===== src/rtl/fetch_unit.sv =====
// fetch_unit: instruction fetch stage of the 16-bit RISC pipeline.
//
// Holds the fetch PC and issues one-word reads to instruction memory over a
// request/grant handshake. Returned words are tagged with their own address
// and buffered in a small in-order queue that decode drains with valid/ready.
// A redirect flushes the queue, restarts fetch at the new PC and discards
// every response still in flight.
//
// Ports
//   clk, rst_n         clock, asynchronous active-low reset
//   imem_req/addr      read request and word address (addr = fetch PC)
//   imem_gnt           request accepted this cycle
//   imem_rvalid/rdata  in-order read response
//   redirect_valid/pc  taken branch/jump: restart fetch at redirect_pc
//   if_valid           queue head valid toward decode
//   if_instruction     queue head instruction
//   if_pc/if_pc_plus1  address of the head instruction and that address + 1
//   id_ready           decode accepts the head this cycle
module fetch_unit #(
  parameter logic [15:0] RESET_PC    = 16'h0000,
  parameter int          QUEUE_DEPTH = 2
) (
  input  logic        clk,
  input  logic        rst_n,
  output logic        imem_req,
  output logic [15:0] imem_addr,
  input  logic        imem_gnt,
  input  logic        imem_rvalid,
  input  logic [15:0] imem_rdata,
  input  logic        redirect_valid,
  input  logic [15:0] redirect_pc,
  output logic        if_valid,
  output logic [15:0] if_instruction,
  output logic [15:0] if_pc,
  output logic [15:0] if_pc_plus1,
  input  logic        id_ready
);

  localparam int CNT_W = $clog2(QUEUE_DEPTH + 1);
  localparam int PTR_W = (QUEUE_DEPTH > 1) ? $clog2(QUEUE_DEPTH) : 1;

  localparam logic [CNT_W:0]   DEPTH_C    = (CNT_W + 1)'(QUEUE_DEPTH);
  localparam logic [CNT_W-1:0] FULL_C     = CNT_W'(QUEUE_DEPTH);
  localparam logic [PTR_W-1:0] LAST_PTR   = PTR_W'(QUEUE_DEPTH - 1);
  // Largest number of reads (live + stale) the counters can represent.
  localparam logic [CNT_W:0]   FLIGHT_MAX = (CNT_W + 1)'((1 << CNT_W) - 1);

  // Circular pointer increment that also works for non-power-of-two depths.
  function automatic logic [PTR_W-1:0] ptr_inc(input logic [PTR_W-1:0] p);
    return (p == LAST_PTR) ? '0 : p + 1'b1;
  endfunction

  logic [15:0]      fetch_pc;

  // Instruction queue: {instr, pc} entries, head is what decode sees.
  logic [15:0]      q_instr [QUEUE_DEPTH];
  logic [15:0]      q_pc    [QUEUE_DEPTH];
  logic [PTR_W-1:0] q_head;
  logic [PTR_W-1:0] q_tail;
  logic [CNT_W-1:0] count;

  // Per-request PC tags, one per live (non-stale) read in flight.
  logic [15:0]      tag_pc  [QUEUE_DEPTH];
  logic [PTR_W-1:0] tag_head;
  logic [PTR_W-1:0] tag_tail;

  // outstanding: live reads in flight (their data will be queued).
  // drop:        stale reads in flight (their data will be discarded).
  logic [CNT_W-1:0] outstanding;
  logic [CNT_W-1:0] drop;

  logic [CNT_W:0]   credit_used;
  logic [CNT_W:0]   in_flight;
  logic             grant;
  logic             push;
  logic             pop;

  always_comb begin
    credit_used = {1'b0, count} + {1'b0, outstanding};
    in_flight   = {1'b0, outstanding} + {1'b0, drop};
    // Credit covers queue slots only; the in_flight bound keeps drop from
    // wrapping when redirects arrive back to back against a slow memory.
    imem_req    = !redirect_valid && (credit_used < DEPTH_C) && (in_flight < FLIGHT_MAX);
    imem_addr   = fetch_pc;
    grant       = imem_req && imem_gnt;
    // Stale data drains first because memory answers in request order.
    push        = imem_rvalid && (drop == '0) && !redirect_valid;
    pop         = if_valid && id_ready;
  end

  // ---- request / credit control ----
  always_ff @(posedge clk or negedge rst_n) begin
    if (!rst_n) begin
      fetch_pc    <= RESET_PC;
      q_head      <= '0;
      q_tail      <= '0;
      count       <= '0;
      tag_head    <= '0;
      tag_tail    <= '0;
      outstanding <= '0;
      drop        <= '0;
    end else if (redirect_valid) begin
      fetch_pc    <= redirect_pc;
      // Empty the queue without moving the head, so the output holds.
      count       <= '0;
      q_tail      <= q_head;
      tag_tail    <= tag_head;
      // Every live read becomes stale; a response this cycle retires one
      // of them (stale or live, the total in flight drops by one).
      outstanding <= '0;
      drop        <= drop + outstanding - CNT_W'(imem_rvalid);
    end else begin
      if (grant) begin
        fetch_pc <= fetch_pc + 16'd1;
        tag_tail <= ptr_inc(tag_tail);
      end
      if (push) begin
        tag_head <= ptr_inc(tag_head);
        q_tail   <= ptr_inc(q_tail);
      end
      if (pop) begin
        q_head <= ptr_inc(q_head);
      end
      case ({push, pop})
        2'b10:   count <= count + 1'b1;
        2'b01:   count <= count - 1'b1;
        default: count <= count;
      endcase
      case ({grant, push})
        2'b10:   outstanding <= outstanding + 1'b1;
        2'b01:   outstanding <= outstanding - 1'b1;
        default: outstanding <= outstanding;
      endcase
      if (imem_rvalid && (drop != '0)) begin
        drop <= drop - 1'b1;
      end
    end
  end

  // ---- request tag capture ----
  always_ff @(posedge clk) begin
    if (grant) begin
      tag_pc[tag_tail] <= fetch_pc;
    end
  end

  // ---- response capture into the queue ----
  always_ff @(posedge clk or negedge rst_n) begin
    if (!rst_n) begin
      for (int i = 0; i < QUEUE_DEPTH; i++) begin
        q_instr[i] <= '0;
        q_pc[i]    <= '0;
      end
    end else if (push) begin
      q_instr[q_tail] <= imem_rdata;
      q_pc[q_tail]    <= tag_pc[tag_head];
    end
  end

  // ---- queue head toward decode ----
  always_comb begin
    if_valid       = (count != '0);
    if_instruction = q_instr[q_head];
    if_pc          = q_pc[q_head];
    if_pc_plus1    = q_pc[q_head] + 16'd1;
  end

  always @(posedge clk) begin
    if (rst_n) begin
      assert (!(imem_rvalid && (outstanding == '0) && (drop == '0)));
      assert (!(push && (count == FULL_C)));
    end
  end

endmodule

===== config.mk =====
export PLATFORM = sky130hd
export DESIGN_NAME = fetch_unit
export DESIGN_NICKNAME = d
export VERILOG_FILES = /design/src/rtl/fetch_unit.sv
export SDC_FILE = /design/constraint.sdc
export NUM_CORES = 1
export LEC_CHECK = 0
export BUFFER_PORTS_ARGS = -buffer_cell sky130_fd_sc_hd__buf_2
export CAP_MARGIN = 0
export CORE_UTILIZATION = 55
export DETAILED_ROUTE_END_ITERATION = 10
export PLACE_DENSITY = 0.79
export SLEW_MARGIN = 20
export SYNTH_ARGS = -nofsm -noshare
export SYNTH_HDL_FRONTEND = slang
export SYNTH_SLANG_ARGS = --single-unit

===== constraint.sdc =====
create_clock -name clk -period 7.95 [get_ports clk]
set_input_delay 0.3975 -clock clk [delete_from_list [all_inputs] [get_ports clk]]
set_output_delay 0.3975 -clock clk [all_outputs]
set_load 0.01 [all_outputs]

Word level (Yosys, flattened, before mapping) --
Memories as Yosys holds them, arrays and structs flattened. Index checks and enable logic that the tools add are counted. Widths: inputs -> output; s select.
Cells by class: $add $sub $neg 15, magnitude comparators 5, eq/ne operators 4, muxes and demuxes 28, bitwise gates (word level) 3, reductions and logical operators 19
Operators by type and width (number):
- $mux 16 | 9
- $bwmux 32 | 2
- $add 16x1->16 const B | 2
- $demux 16 s1 | 1
- $mux 1 | 10
- $reduce_bool 2->1 | 5
- $logic_and 1x1->1 | 8
- $mux 2 | 4
- $pmux 2 s2 | 2
- $add 2x2->3 | 2
- $lt 3x2->1 const B | 2
- $reduce_bool 3->1 | 2
- $sub 2x1->2 const B | 3
- $add 1x1->1 const B | 4
- $add 2x1->2 const B | 2
- $eq 2x1->1 const B | 2
- $eq 2x2->1 const B | 2
- $ge 2x2->1 const B | 2
- $not 1->2 | 2
- $reduce_and 2->1 | 2
- $add 2x2->2 | 1
- $logic_not 2->1 | 1
- $lt 2x1->1 const B | 1
- $sub 2x1->2 | 1
- other kinds (2) | 2
Storage, ports and cells: register bits after elaboration 90, memory bits (writable) 32, output and inout bits 66, word-level logic and storage cells 87, memories kept 1
Memory list:
- tag_pc | depth 2, bits a word 16, read ports 1, clocked after Yosys merged registers in 0, write ports 1, line 63 | logic [15:0] tag_pc [QUEUE_DEPTH];

Longest topological paths before layout --
depth after elaboration 8, gate-level depth with buffers 10, mapped depth without buffers 7

Worst setup path after synthesis --
OpenSTA, ideal clock, no wires.
path type register to output, start register q_head, end output port if_pc_plus1[14], arrival time 2764 ps, data required time 7553 ps, setup slack 4788 ps, stages on the path, launching flop included 11, path buffers 3, cell sequence dfrtp_1 > clkbuf_1 > clkbuf_1 > buf_1 > mux2i_1 > inv_1 > ha_1 > nand4b_1 > a22oi_1 > nand4_1 > xnor2_1
Between the ends: cells in the longest elaborated chain, start to end 5
Ends and longest elaborated chain:
- start: declaration | line 58 | logic [PTR_W-1:0] q_head;
- start signal: assignment | line 122 | q_head <= ptr_inc(q_head);
- $not 1->2
- $mux 16 (3 in series)
- net if_pc[0] | line 34 | output logic [15:0] if_pc,
- $add 16x1->16 | line 165 | if_pc_plus1 = q_pc[q_head] + 16'd1;
- end: declaration | line 35 | output logic [15:0] if_pc_plus1,
The timed path passes the listed nets, and every way through them passes these cells. The select of a mux whose other input is x is not followed.

Final worst setup path --
start register outstanding[0], end memory tag_pc[0][4] (enable)
Between the ends: cells in the longest elaborated chain, start to end 7, elaborated cells on any way between the ends 9, those cells by class 2 x add/sub; 2 x order compare; 2 x mux; 3 x reduce/logical
Ends and longest elaborated chain:
- start: declaration | line 69 | logic [CNT_W-1:0] outstanding;
- start signal: assignment | line 130 | 2'b10: outstanding <= outstanding + 1'b1;
- start signal: assignment | line 131 | 2'b01: outstanding <= outstanding - 1'b1;
- start signal: assignment | line 132 | default: outstanding <= outstanding;
- $add 2x2->3 | line 79 | credit_used = {1'b0, count} + {1'b0, outstanding};
- $lt 3x2->1 | line 83 | imem_req = !redirect_valid && (credit_used < DEPTH_C) && (in_flight < FLIGHT_MAX);
- $logic_and 1x1->1 | line 83
- $logic_and 1x1->1 (*) | line 83
- $logic_and 1x1->1 (*) | line 85 | grant = imem_req && imem_gnt;
- $mux 1 (*) | line 142 | if (grant) begin
- $mux 1 (implied by the code) (*) | line 143 | tag_pc[tag_tail] <= fetch_pc;
- end: declaration | line 63
Mark *: on every way between the ends. The rest lies on a longest branch, timed or not.

==> run metrics <==
outcome completed; VDD IR-drop max 0.0001831 V; reg2reg end tag_pc[0][4]; number of flops mapped to enable cells by yosys 32; fin. max-slew vios 0; Startpoint Class register; cell area after synthesis 0.005763 mm²; initial antenna violation count 0; Setup TNS Final 0 ns; leading cell type in the layout, fill and taps excluded buf_2; sequential share of the synthesized area 55.75%; antenna diode count 0; die area 0.01089 mm²; row count 37; final worst path period share 40.93%; number of routed nets with antenna violations 0; sw frac 36.68%; Setup Crit Path Kind register to register; hold endpoint imem_addr[14]; FF-to-FF Start outstanding[0]; pre-CTS WS 4.718 ns; main area contributors after synthesis dfrtp_1 (39%), edfxtp_1 (17%), mux2_2 (12%); I/O Buffers 103; clk_skew 0.01408 ns; combinational power share 38.3%; critical path endpoint category register; DRT iter0 DRCs 275; routed via count 4223; predominant post-synthesis flop cell dfrtp_1; worst hold path class input port to register; internal power 1.803 mW; crit path DAT 3.38 ns; Synth Warn # 0; RSZ-0062 raised after global routing false; total track usage 23.51%; Clock power frac 23.9%; post-synth top area share 39.08%; crit-path max FO 16; TritonCTS clock tree built; CTS sink count 122; Clock Latency Late Sink 0.51 ns; FFs w/ async S/R, synth 73.77%; Final Hold Vio Count 0; max incr delay on CP 0.71 ns; CTS Root Cell clkbuf_8; total net switching power 1.045 mW; vias in the first global route 4126; CP required 8.08 ns; WL final 12130 µm; total CTS buffers 17; I/O Pins 104; slowest stage cell, crit path nor2_2; total power 2.848 mW; PD cells 411.2 mW/mm²; worst reg-to-reg path cell count 5; wire per inst 16.41 µm; largest net degree at the start of global routing 67; Die W 104.4 µm; Max-slew headroom 36.67%; DR vias/cell 5.714; Initial Utilization 56.33%; number of H-tree levels 4; final hold slack 0.08943 ns; post-route setup slack 4.696 ns; Reg power frac 37.9%; final instance area 0.006927 mm²; number of nets in the layout 637; critical path cell sequence and2_1 > fa_1 > nor4_1 > nand2_1 > nor2_2; Synth-to-Final Area Change 20.19%; # fillers 727; Syn Inst Count 487; clock-pin slew on the worst setup and hold paths 0.06 ns; layout cells sized above 1 34.49%; post-synth top area cell dfrtp_1; Final GP Congestion 0.8245; CTS max path bufs 2; DPL Wire Length 7943 µm; Overflow after GRT 0; fin crit period 3.254 ns; # DRC 0; PostCTS Resize Cnt 0; final setup fails 0; DP Area 0.006384 mm²; slew of the pin with the lowest slew margin 0.9499 ns; Fmax 307.3 MHz; synthesized net count 534; Pre-antenna DRT Iters 5; min-delay src redirect_pc[14]; Die H 104.4 µm; worst reg2reg setup slack 4.70 ns; core area 0.01023 mm²; hold path depth 3; most frequent cells in the layout buf_2 (102), dfrtp_1 (89), mux2_2 (62); Leak 3.084 nW; Synth Area per Inst 11.83 µm²; count of cell types in the netlist 51; Synth Register Bits 122; max capacitance violation total 0; first-pass GRT wire length 20130 µm
[how the worst max path moves through the flow]
stage | endpoint | start
floorplan | if_pc_plus1[14] | q_head
global placement | tag_pc[0][10] | outstanding[0]
detailed placement | tag_pc[0][10] | outstanding[0]
CTS | tag_pc[0][10] | outstanding[0]
global route | tag_pc[0][4] | outstanding[0]
finish | tag_pc[0][4] | outstanding[0]
[worst max-delay path: cells and delay by family, from the launching register on]
kind	cells	cell delay [ns]
adders and majority gates	1	0.47
DFF	1	0.45
and+or+nand+nor	4	1.96
[sequential cells by signal, indices dropped and copies added, names as in the netlist]
| register | cells |
|---|---|
| tag_pc | 32 |
| q_pc | 32 |
| q_instr | 32 |
| outstanding | 2 |
| q_head | 1 |
| drop | 2 |
| count | 2 |
| q_tail | 1 |
| tag_head | 1 |
| imem_addr | 16 |
| tag_tail | 1 |
[per-layer routing]
layer / part of all wire, % / GRT usage [%] / vias up
li1: - / - / 1978
met2: 48 / 36.42 / 183
met1: 44 / 33.21 / 2045
met5: 0 / 0 / -
met4: 1.0 / 7.347 / 0
met3: 6.8 / 5.075 / 17
[kinds of logic (layout without fill, tap and decap cells)]
logic type,Yosys count,in the layout,share of synthesized area (%)
simple gates,131,131,11.07
flops,122,122,55.75
compound gates,84,84,9.271
mux,81,81,15.41
buf+inv,36,152,2.627
xor+xnor,24,24,3.647
fa+ha+maj,9,9,2.214
[cell type report]
| class | instances | area (µm²) | share of cell area [%] |
|---|---|---|---|
| sequential | 122 | 3214 | 46.41 |
| multi-input combinational | 329 | 2406 | 34.74 |
| timing repair buffer | 108 | 558.0 | 8.056 |
| clock buffer | 19 | 441.7 | 6.376 |
| tap | 136 | 170.2 | 2.457 |
| clock inverter | 13 | 91.34 | 1.319 |
| inverter | 12 | 45.04 | 0.6503 |
[power by group through the flow]
| stage | combinational [mW] | sequential [mW] | clock [mW] |
|---|---|---|---|
| after floorplan | 0.775 | 1.01 | 0 |
| after global placement | 1.04 | 1.06 | 0 |
| after detailed placement | 1.08 | 1.08 | 0 |
| after CTS | 1.10 | 1.07 | 0.688 |
| after global routing | 1.19 | 1.11 | 0.719 |
| final | 1.09 | 1.08 | 0.680 |
[metrics by stage]
| stage | cells | util, % |
|---|---|---|
| detailed placement | 706 | 62.39 |
| global route | 739 | 67.70 |
| global placement | 706 | 62.37 |
| CTS | 739 | 67.70 |
| finish | 739 | 67.70 |
| floorplan | 487 | - |
[cell usage after synthesis, drive strengths merged, types with 2 or more instances]
library cell   n
dfrtp         90
mux2          62
nand2         45
edfxtp        32
o21ai         28
nor2          27
a21oi         23
clkbuf        19
mux2i         19
nand3         18
xnor2         14
inv           12
xor2          10
nand4          9
ha             7
a221o          5
a22oi          5
buf            5
nand3b         5
nor3           5
nor2b          4
nor4           4
o211ai         4
o311ai         4
a211oi         3
nand2b         3
a211o          2
fa             2
nand4b         2
or4            2
[what timing repair did]
action | CTS | global route
hold endpoints to repair | 24 | 0
setup endpoints to repair | 0 | 0
buffers inserted | 0 | 0
hold buffers | 1 | 0
Note: power is estimated with default switching activity, not from simulation.
